### config.mk
export PLATFORM = sky130hd
export DESIGN_NAME = f_fetch_unit_flat
export DESIGN_NICKNAME = d
export VERILOG_FILES = /design/src/rtl/f_fetch_unit_if.sv /design/src/rtl/f_fetch_unit.sv /design/src/flat_wrapper.sv
export SDC_FILE = /design/constraint.sdc
export NUM_CORES = 1
export LEC_CHECK = 0
export ABC_AREA = 1
export BUFFER_PORTS_ARGS = -buffer_cell sky130_fd_sc_hd__buf_2
export CAP_MARGIN = 20
export CORE_MARGIN = 2
export CORE_UTILIZATION = 46
export DETAILED_ROUTE_END_ITERATION = 8
export PLACE_DENSITY = 0.7
export SLEW_MARGIN = 30
export SYNTH_ARGS = -nofsm -noshare
export SYNTH_HDL_FRONTEND = slang
export SYNTH_SLANG_ARGS = --single-unit
export TNS_END_PERCENT = 50
### constraint.sdc
create_clock -name clk -period 2.3 [get_ports clk]
set_input_delay 0.46 -clock clk [delete_from_list [all_inputs] [get_ports clk]]
set_output_delay 0.46 -clock clk [all_outputs]
set_load 0.02 [all_outputs]
### src/rtl/f_fetch_unit_if.sv
// Instruction-memory handshake between the fetch unit and instruction memory.
//   imem_req   : fetch request valid (fetch side drives)
//   imem_addr  : fetch address, held while imem_req=1 and imem_ready=0
//   imem_ready : memory completes the request this cycle (memory side drives)
//   imem_rdata : instruction word, valid with imem_ready
interface f_fetch_unit_if;
    logic        imem_req;
    logic [31:0] imem_addr;
    logic        imem_ready;
    logic [31:0] imem_rdata;

    modport master (
        output imem_req,
        output imem_addr,
        input  imem_ready,
        input  imem_rdata
    );

    modport slave (
        input  imem_req,
        input  imem_addr,
        output imem_ready,
        output imem_rdata
    );
endinterface

### src/rtl/f_fetch_unit.sv
// Fetch-stage producer for the F/D pipeline register.
// Owns the fetch PC, issues requests to instruction memory, and presents one
// instruction at a time on F_PC/F_Command/F_Valid. A one-entry hold buffer
// absorbs downstream stalls; redirect loads a new PC and squashes the current
// fetch.
//   clk         : clock, all state on posedge
//   reset       : asynchronous, active-low
//   fd_en       : F/D register captures F_PC/F_Command at this posedge
//   redirect    : load redirect_pc (word aligned) as next fetch PC
//   redirect_pc : redirect target
//   imem        : instruction-memory handshake (master side)
//   F_PC        : address of the presented instruction
//   F_Command   : presented instruction, 0 when F_Valid=0
//   F_Valid     : F_Command is a real instruction
module f_fetch_unit #(
    parameter logic [31:0] RESET_PC = 32'h0000_3000
) (
    input  logic                  clk,
    input  logic                  reset,
    input  logic                  fd_en,
    input  logic                  redirect,
    input  logic [31:0]           redirect_pc,
    f_fetch_unit_if.master        imem,
    output logic [31:0]           F_PC,
    output logic [31:0]           F_Command,
    output logic                  F_Valid
);

    typedef enum logic [1:0] {
        FETCH = 2'd0,
        HOLD  = 2'd1,
        DROP  = 2'd2
    } state_t;

    state_t      state_q, state_d;
    logic [31:0] pc_q, pc_d;
    logic [31:0] req_addr_q, req_addr_d;
    logic [31:0] buf_instr_q, buf_instr_d;
    logic [31:0] buf_pc_q, buf_pc_d;

    logic [31:0] target_pc;
    logic [31:0] pc_plus4;

    assign target_pc = {redirect_pc[31:2], 2'b00};
    assign pc_plus4  = pc_q + 32'd4;

    // Output decode. The reset term keeps the request and bypass quiet while
    // reset is asserted, since state already reads FETCH during reset.
    always_comb begin
        imem.imem_req  = 1'b0;
        imem.imem_addr = pc_q;
        F_Valid        = 1'b0;
        F_Command      = '0;
        F_PC           = pc_q;
        case (state_q)
            FETCH: begin
                imem.imem_req = reset;
                if (reset && imem.imem_ready && !redirect) begin
                    F_Valid   = 1'b1;
                    F_Command = imem.imem_rdata;
                end
            end
            HOLD: begin
                F_PC = buf_pc_q;
                if (!redirect) begin
                    F_Valid   = 1'b1;
                    F_Command = buf_instr_q;
                end
            end
            DROP: begin
                imem.imem_req  = reset;
                imem.imem_addr = req_addr_q;
            end
            default: begin
                imem.imem_req = 1'b0;
            end
        endcase
    end

    // Next-state logic; redirect wins over every other event.
    always_comb begin
        state_d     = state_q;
        pc_d        = pc_q;
        req_addr_d  = req_addr_q;
        buf_instr_d = buf_instr_q;
        buf_pc_d    = buf_pc_q;
        case (state_q)
            FETCH: begin
                if (redirect) begin
                    pc_d        = target_pc;
                    buf_instr_d = '0;
                    buf_pc_d    = '0;
                    if (!imem.imem_ready) begin
                        // Request still outstanding: finish it, then discard.
                        req_addr_d = pc_q;
                        state_d    = DROP;
                    end
                end else if (imem.imem_ready) begin
                    pc_d = pc_plus4;
                    if (!fd_en) begin
                        buf_instr_d = imem.imem_rdata;
                        buf_pc_d    = pc_q;
                        state_d     = HOLD;
                    end
                end
            end
            HOLD: begin
                if (redirect) begin
                    pc_d        = target_pc;
                    buf_instr_d = '0;
                    buf_pc_d    = '0;
                    state_d     = FETCH;
                end else if (fd_en) begin
                    state_d = FETCH;
                end
            end
            DROP: begin
                if (redirect) begin
                    pc_d        = target_pc;
                    buf_instr_d = '0;
                    buf_pc_d    = '0;
                end else if (imem.imem_ready) begin
                    state_d = FETCH;
                end
            end
            default: begin
                state_d = FETCH;
            end
        endcase
    end

    always_ff @(posedge clk or negedge reset) begin
        if (!reset) begin
            state_q     <= FETCH;
            pc_q        <= RESET_PC;
            req_addr_q  <= '0;
            buf_instr_q <= '0;
            buf_pc_q    <= '0;
        end else begin
            state_q     <= state_d;
            pc_q        <= pc_d;
            req_addr_q  <= req_addr_d;
            buf_instr_q <= buf_instr_d;
            buf_pc_q    <= buf_pc_d;
        end
    end

endmodule

### src/flat_wrapper.sv
// flat-port wrapper written by rule: the top's interface ports become plain ports
module f_fetch_unit_flat 
#(
    parameter logic [31:0] RESET_PC = 32'h0000_3000
)
  (clk, reset, fd_en, redirect, redirect_pc, F_PC, F_Command, F_Valid, imem_imem_req, imem_imem_addr, imem_imem_ready, imem_imem_rdata);
  f_fetch_unit_if imem_i ();
  input  logic clk;
  input  logic reset;
  input  logic fd_en;
  input  logic redirect;
  input  logic [31:0] redirect_pc;
  output logic [31:0] F_PC;
  output logic [31:0] F_Command;
  output logic F_Valid;
  output wire logic [$bits(imem_i.imem_req)-1:0] imem_imem_req;
  output wire logic [$bits(imem_i.imem_addr)-1:0] imem_imem_addr;
  input wire logic [$bits(imem_i.imem_ready)-1:0] imem_imem_ready;
  input wire logic [$bits(imem_i.imem_rdata)-1:0] imem_imem_rdata;
  assign imem_imem_req = imem_i.imem_req;
  assign imem_imem_addr = imem_i.imem_addr;
  assign imem_i.imem_ready = imem_imem_ready;
  assign imem_i.imem_rdata = imem_imem_rdata;
  f_fetch_unit #(.RESET_PC(RESET_PC)) u_core (.clk(clk), .reset(reset), .fd_en(fd_en), .redirect(redirect), .redirect_pc(redirect_pc), .imem(imem_i), .F_PC(F_PC), .F_Command(F_Command), .F_Valid(F_Valid));
endmodule
* After elaboration in Yosys (flattened, before gate mapping)
Cells that the tools add are included.
** Storage, ports and cells
- Register bits after elaboration :: 130
- Input port bits :: 69
- Logic and storage cells :: 59
** Operators by class
- $add $sub $neg :: 1
- Equality and inequality tests :: 9
- Multiplexer cells :: 31
- Bitwise logic cells :: 1
- Reduce and logical (&&, ||, !) cells :: 12
** Operators by type and width (number)
- 32-bit 2-to-1 mux :: 14
- 32-bit case mux with 2 select lines :: 4
- 32-bit by 3-bit adder with 32-bit output (second input constant) :: 1
- 2-bit 2-to-1 mux :: 8
- 3-bit != test (second input constant) :: 4
- 3-bit AND reduction :: 3
- 2-bit case mux with 3 select lines :: 1
- 6-bit AND reduction :: 1
- 2-bit != test (second input constant) :: 2
- 4-bit AND reduction :: 1
- 2-bit OR reduction :: 2
- 1-bit 2-to-1 mux :: 3
- 2-bit by 1-bit equality test with 1-bit output (second input constant) :: 1
- 2-bit equality test (second input constant) :: 1
- 1-bit logical AND :: 2
- 2-bit zero test :: 1
- 2-bit by 1-bit != test with 1-bit output (second input constant) :: 1
- 1-bit case mux with 2 select lines :: 1
- 2-bit nonzero test :: 1
- 1-bit zero test :: 1
- 1-bit inverter :: 1

* Logic depth before layout (Yosys ltp)
- Depth after elaboration :: 4
- Depth in mapped cells :: 11
- Gate-level depth less buffers :: 11

* Least setup slack after synthesis
Ideal clock, no wire load.
- Path type :: register -> output
- From :: register u_core.state_q[1]
- To :: output port F_Command[22]
- Arrival :: 1.551 ns
- Required time :: 1.840 ns
- Setup slack :: 0.289 ns
- Cell stages (with the launch flop) :: 7
- Buffers on the path :: 2
- Cell sequence :: dfrtp_1 -> inv_1 -> ha_1 -> clkbuf_1 -> nand2_1 -> clkbuf_1 -> o22ai_1
** On the way
- Word-level cells in the longest chain between the ends :: 2
- Elaborated cells between the ends (all ways) :: 3
** RTL lines
- start, declared :: RTL line f_fetch_unit.sv:35 : state_t state_q, state_d;
- start signal, assigned :: RTL line f_fetch_unit.sv:140 : state_q <= state_d;
- 2-bit by 1-bit equality test with 1-bit output / 2-bit zero test (equally long branches) :: RTL line f_fetch_unit.sv:55 : case (state_q)
- 32-bit case mux with 2 select lines (*) :: RTL line f_fetch_unit.sv:55
- end, declared :: RTL line flat_wrapper.sv:14 : output logic [31:0] F_Command;
Mark *: on every way between the ends. The rest lies on a longest branch, timed or not.

* Worst setup path in the final report
- From :: register u_core.state_q[1]
- To :: output port F_Command[21]
The elaborated chain is that of the path after synthesis.

==> results.py <==
metrics = {
    "sta": {
        "slew_violations": 0,
        "worstMarginPinSlew_ns": 0.6896,
        "period_share": 1.016,
        "setup_ws_ns": -0.03620,
        "hold_viol": 0,
        "skew_ns": 0.005829,
        "whs_ns": 0.2010,
        "fmax_mhz": 428.0,
        "relSlewSlack": 0.5403,
        "totalNegativeSetupSlack_ns": -0.07230,
        "setup_viol": 3,
        "rsz0062_at_grt": "true",
        "period_minus_slack_ns": 2.336,
    },
    "clock_tree": {
        "cts_buffers": 17,
        "cts_htree_levels": 4,
        "clock-sinks": 125,
        "clockRootBuffer": "clkbuf_16",
        "clk_latency_ns": 0.42,
        "clk_pin_slew_worst_paths_ns": 0.05,
        "clockBufferDepth": 2,
        "holdBufCountCts": 0,
        "cts_tree": "yes",
    },
    "placement": {
        "place_ws_ns": 0.2481,
        "port_buffers": 162,
        "gp_congestion": 0.9362,
        "hpwlAfterDp_um": 12560,
    },
    "worst_setup_path": {
        "path_class": "register to primary output",
        "crit_fanout": 16,
        "critPathLaunchType": "register",
        "reg2reg_to": "u_core.buf_instr_q[9]$_DFFE_PN0P_",
        "cp-end-kind": "primary output",
        "r2r_start": "u_core.state_q[1]$_DFFE_PN0P_",
        "cp_data_required_time_ns": 1.84,
        "r2r_slack_ns": 0.41,
        "r2r.worst_path.cells": 8,
        "worstPathArrival_ns": 1.88,
    },
    "layout": {
        "regArea_um2": 3131,
        "fin_nets": 1158,
        "syn_to_final_growth_pct": 31.03,
        "fin_util": 0.6153,
        "drive_gt1_frac": 0.2329,
        "multi_input_area_um2": 3053,
        "fill_cells": 1330,
    },
    "route": {
        "drtIter0Drc": 494,
        "postRouteWirelength_um": 19660,
        "drc": 0,
        "viasPerCell": 5.283,
        "first_pass_iters": 5,
        "ant_nets": 0,
        "vias": 6762,
        "wl_per_cell_um": 15.36,
    },
    "power_and_ir_drop": {
        "ir_worst_vdd_uv": 571.4,
        "p_sw_w": 0.006054,
        "power.share.combinational": 0.528,
        "powerDensity_nw_per_um2": 1482,
        "power_frac_seq": 0.279,
        "design_power_total_w": 0.01320,
        "p_sw_frac": 0.4586,
        "leakage_nw": 4.382,
        "p_int_w": 0.007147,
        "p_clk_frac": 0.192,
    },
    "floorplan": {
        "io_pins": 167,
        "coreArea_um2": 14480,
        "initial_core_util": 0.4696,
        "die_h_um": 125.6,
        "rows": 44,
        "die_area_um2": 15770,
        "chipWidth_um": 125.6,
    },
    "run_status": {
        "violations": "setup timing",
        "status": "finished with violations",
    },
    "synthesis": {
        "ys.flop_type": "dfrtp_1",
        "synthCells": 932,
        "synth_edf_count": 0,
        "synthArstFlopShare": 1.000,
        "synth_area_leaders": "dfrtp_1 (45%), nand2_1 (11%), o21ai_0 (9.3%)",
        "syn_area_um2": 6799,
        "synth_top_cell_by_area": "dfrtp_1",
        "yosys_register_bits": 125,
        "ys_types": 29,
        "yosysSeqAreaShare": 0.4604,
        "yosys_warnings": 0,
        "synth_common_cells": "nand2_1 (208), inv_1 (154), o21ai_0 (127)",
        "synth_most_common_cell": "nand2_1",
        "synth_area_per_cell_um2": 7.295,
        "yosysTopAreaCellShare": 0.4527,
    },
    "global_route": {
        "grt_max_degree": 126,
        "grt_util_all_layers": 0.2426,
        "grt_pass1_vias": 6141,
        "antenna_found_initial": 1,
        "grt_first_pass_wirelength_um": 30680,
        "grt.overflow.total": 0,
    },
    "flow_run": {
        "maxCapViolCount": 0,
    },
    "min_path": {
        "hold_class": "input port to async pin",
    },
}
[worst max path at each step]
stage / startpoint / cells after the start / slack [ns] / end
after floorplan: u_core.state_q[1]$_DFFE_PN0P_ / 6 / 0.29 / F_Command[22]
after global placement: u_core.state_q[0]$_DFFE_PN0P_ / 8 / 0.27 / F_Command[26]
after detailed placement: u_core.state_q[0]$_DFFE_PN0P_ / 8 / 0.25 / F_Command[19]
after CTS: u_core.state_q[0]$_DFFE_PN0P_ / 7 / -0.03 / imem_imem_addr[29]
after global routing: u_core.state_q[1]$_DFFE_PN0P_ / 8 / -0.13 / F_Command[28]
final: u_core.state_q[1]$_DFFE_PN0P_ / 8 / -0.04 / F_Command[21]
[per-stage QoR]
stage,cells,area [um^2]
4_1_cts,1275,8527
3_3_place_gp,1241,7848
6_report,1280,8909
2_1_floorplan,933,6803
5_1_grt,1279,8906
3_5_place_dp,1241,7848
[power by group through the flow]
stage | logic [W] | registers (W) | clock network, W
after floorplan | 0.00446 | 0.00353 | 0
after global placement | 0.00630 | 0.00367 | 0
after detailed placement | 0.00640 | 0.00370 | 0
after CTS | 0.00654 | 0.00367 | 0.00258
after global routing | 0.00773 | 0.00380 | 0.00268
final | 0.00698 | 0.00368 | 0.00254
[worst max-delay path, cell delays in order, from the launching register on]
cell and delay [ns]:
dfrtp_1 0.40, inv_2 0.11, ha_4 0.15, nand2_4 0.07, inv_4 0.07, nand3_4 0.12
buf_16 0.19, o22ai_1 0.16, buf_4 0.18
[per-layer routing]
layer / track usage / vias to the layer above / part of all wire
met4: 0.06993 / 2 / 0.013
li1: - / 3335 / -
met3: 0.06718 / 21 / 0.071
met1: 0.3352 / 3159 / 0.44
met5: 0 / - / 0.00071
met2: 0.3762 / 245 / 0.47
[layout make-up]
cell class / instances / share of cell area
multi-input combinational: 598 / 0.3427
inverter: 156 / 0.06601
clock buffer: 23 / 0.05590
sequential: 125 / 0.3514
timing repair buffer: 186 / 0.1508
antenna: 1 / 0.0002809
tap: 184 / 0.02584
clock inverter: 7 / 0.007022
[layout by cell type (no fill, tap or decap), types with 2 or more instances in the layout]
cell / count
buf_2: 121
conb_1: 2
inv_2: 4
o21ai_1: 19
dfrtp_1: 123
nor2_1: 86
buf_12: 10
o21ai_0: 108
nand2_1: 207
ha_1: 2
xor2_1: 2
buf_6: 12
a31oi_1: 2
inv_1: 151
clkbuf_16: 20
a21oi_1: 11
nand4_1: 9
dfstp_2: 2
o22ai_2: 17
o22ai_1: 80
buf_4: 38
a22oi_1: 3
nor2_2: 2
o22ai_4: 3
ha_4: 3
clkbuf_8: 5
clkinv_2: 5
nand3_1: 29
[flip-flops by register name, indices dropped and copies added, names as in the netlist]
signal,cells
u_core.pc_q,30
u_core.buf_instr_q,32
u_core.state_q,2
u_core.req_addr_q,30
u_core.buf_pc_q,31
[what timing repair did]
item | in CTS | in global routing
gates resized for setup | 26 | 85
endpoints found under the setup margin | 50 | 90
cloned | 1 | 3
buffers inserted | 3 | 1
pin swaps | 0 | 1
[logic make-up (layout without fill, tap and decap cells)]
| family | count (synthesis) | after routing | synth area share |
|---|---|---|---|
| compound gates | 247 | 247 | 0.2035 |
| xor+xnor | 2 | 2 | 0.002577 |
| fa+ha+maj | 5 | 5 | 0.009201 |
| buf+inv | 210 | 372 | 0.1233 |
| flops | 125 | 125 | 0.4604 |
| other cells | 1 | 3 | 0.0005516 |
| simple gates | 342 | 342 | 0.2004 |
Power figures use the tool's default switching activity.
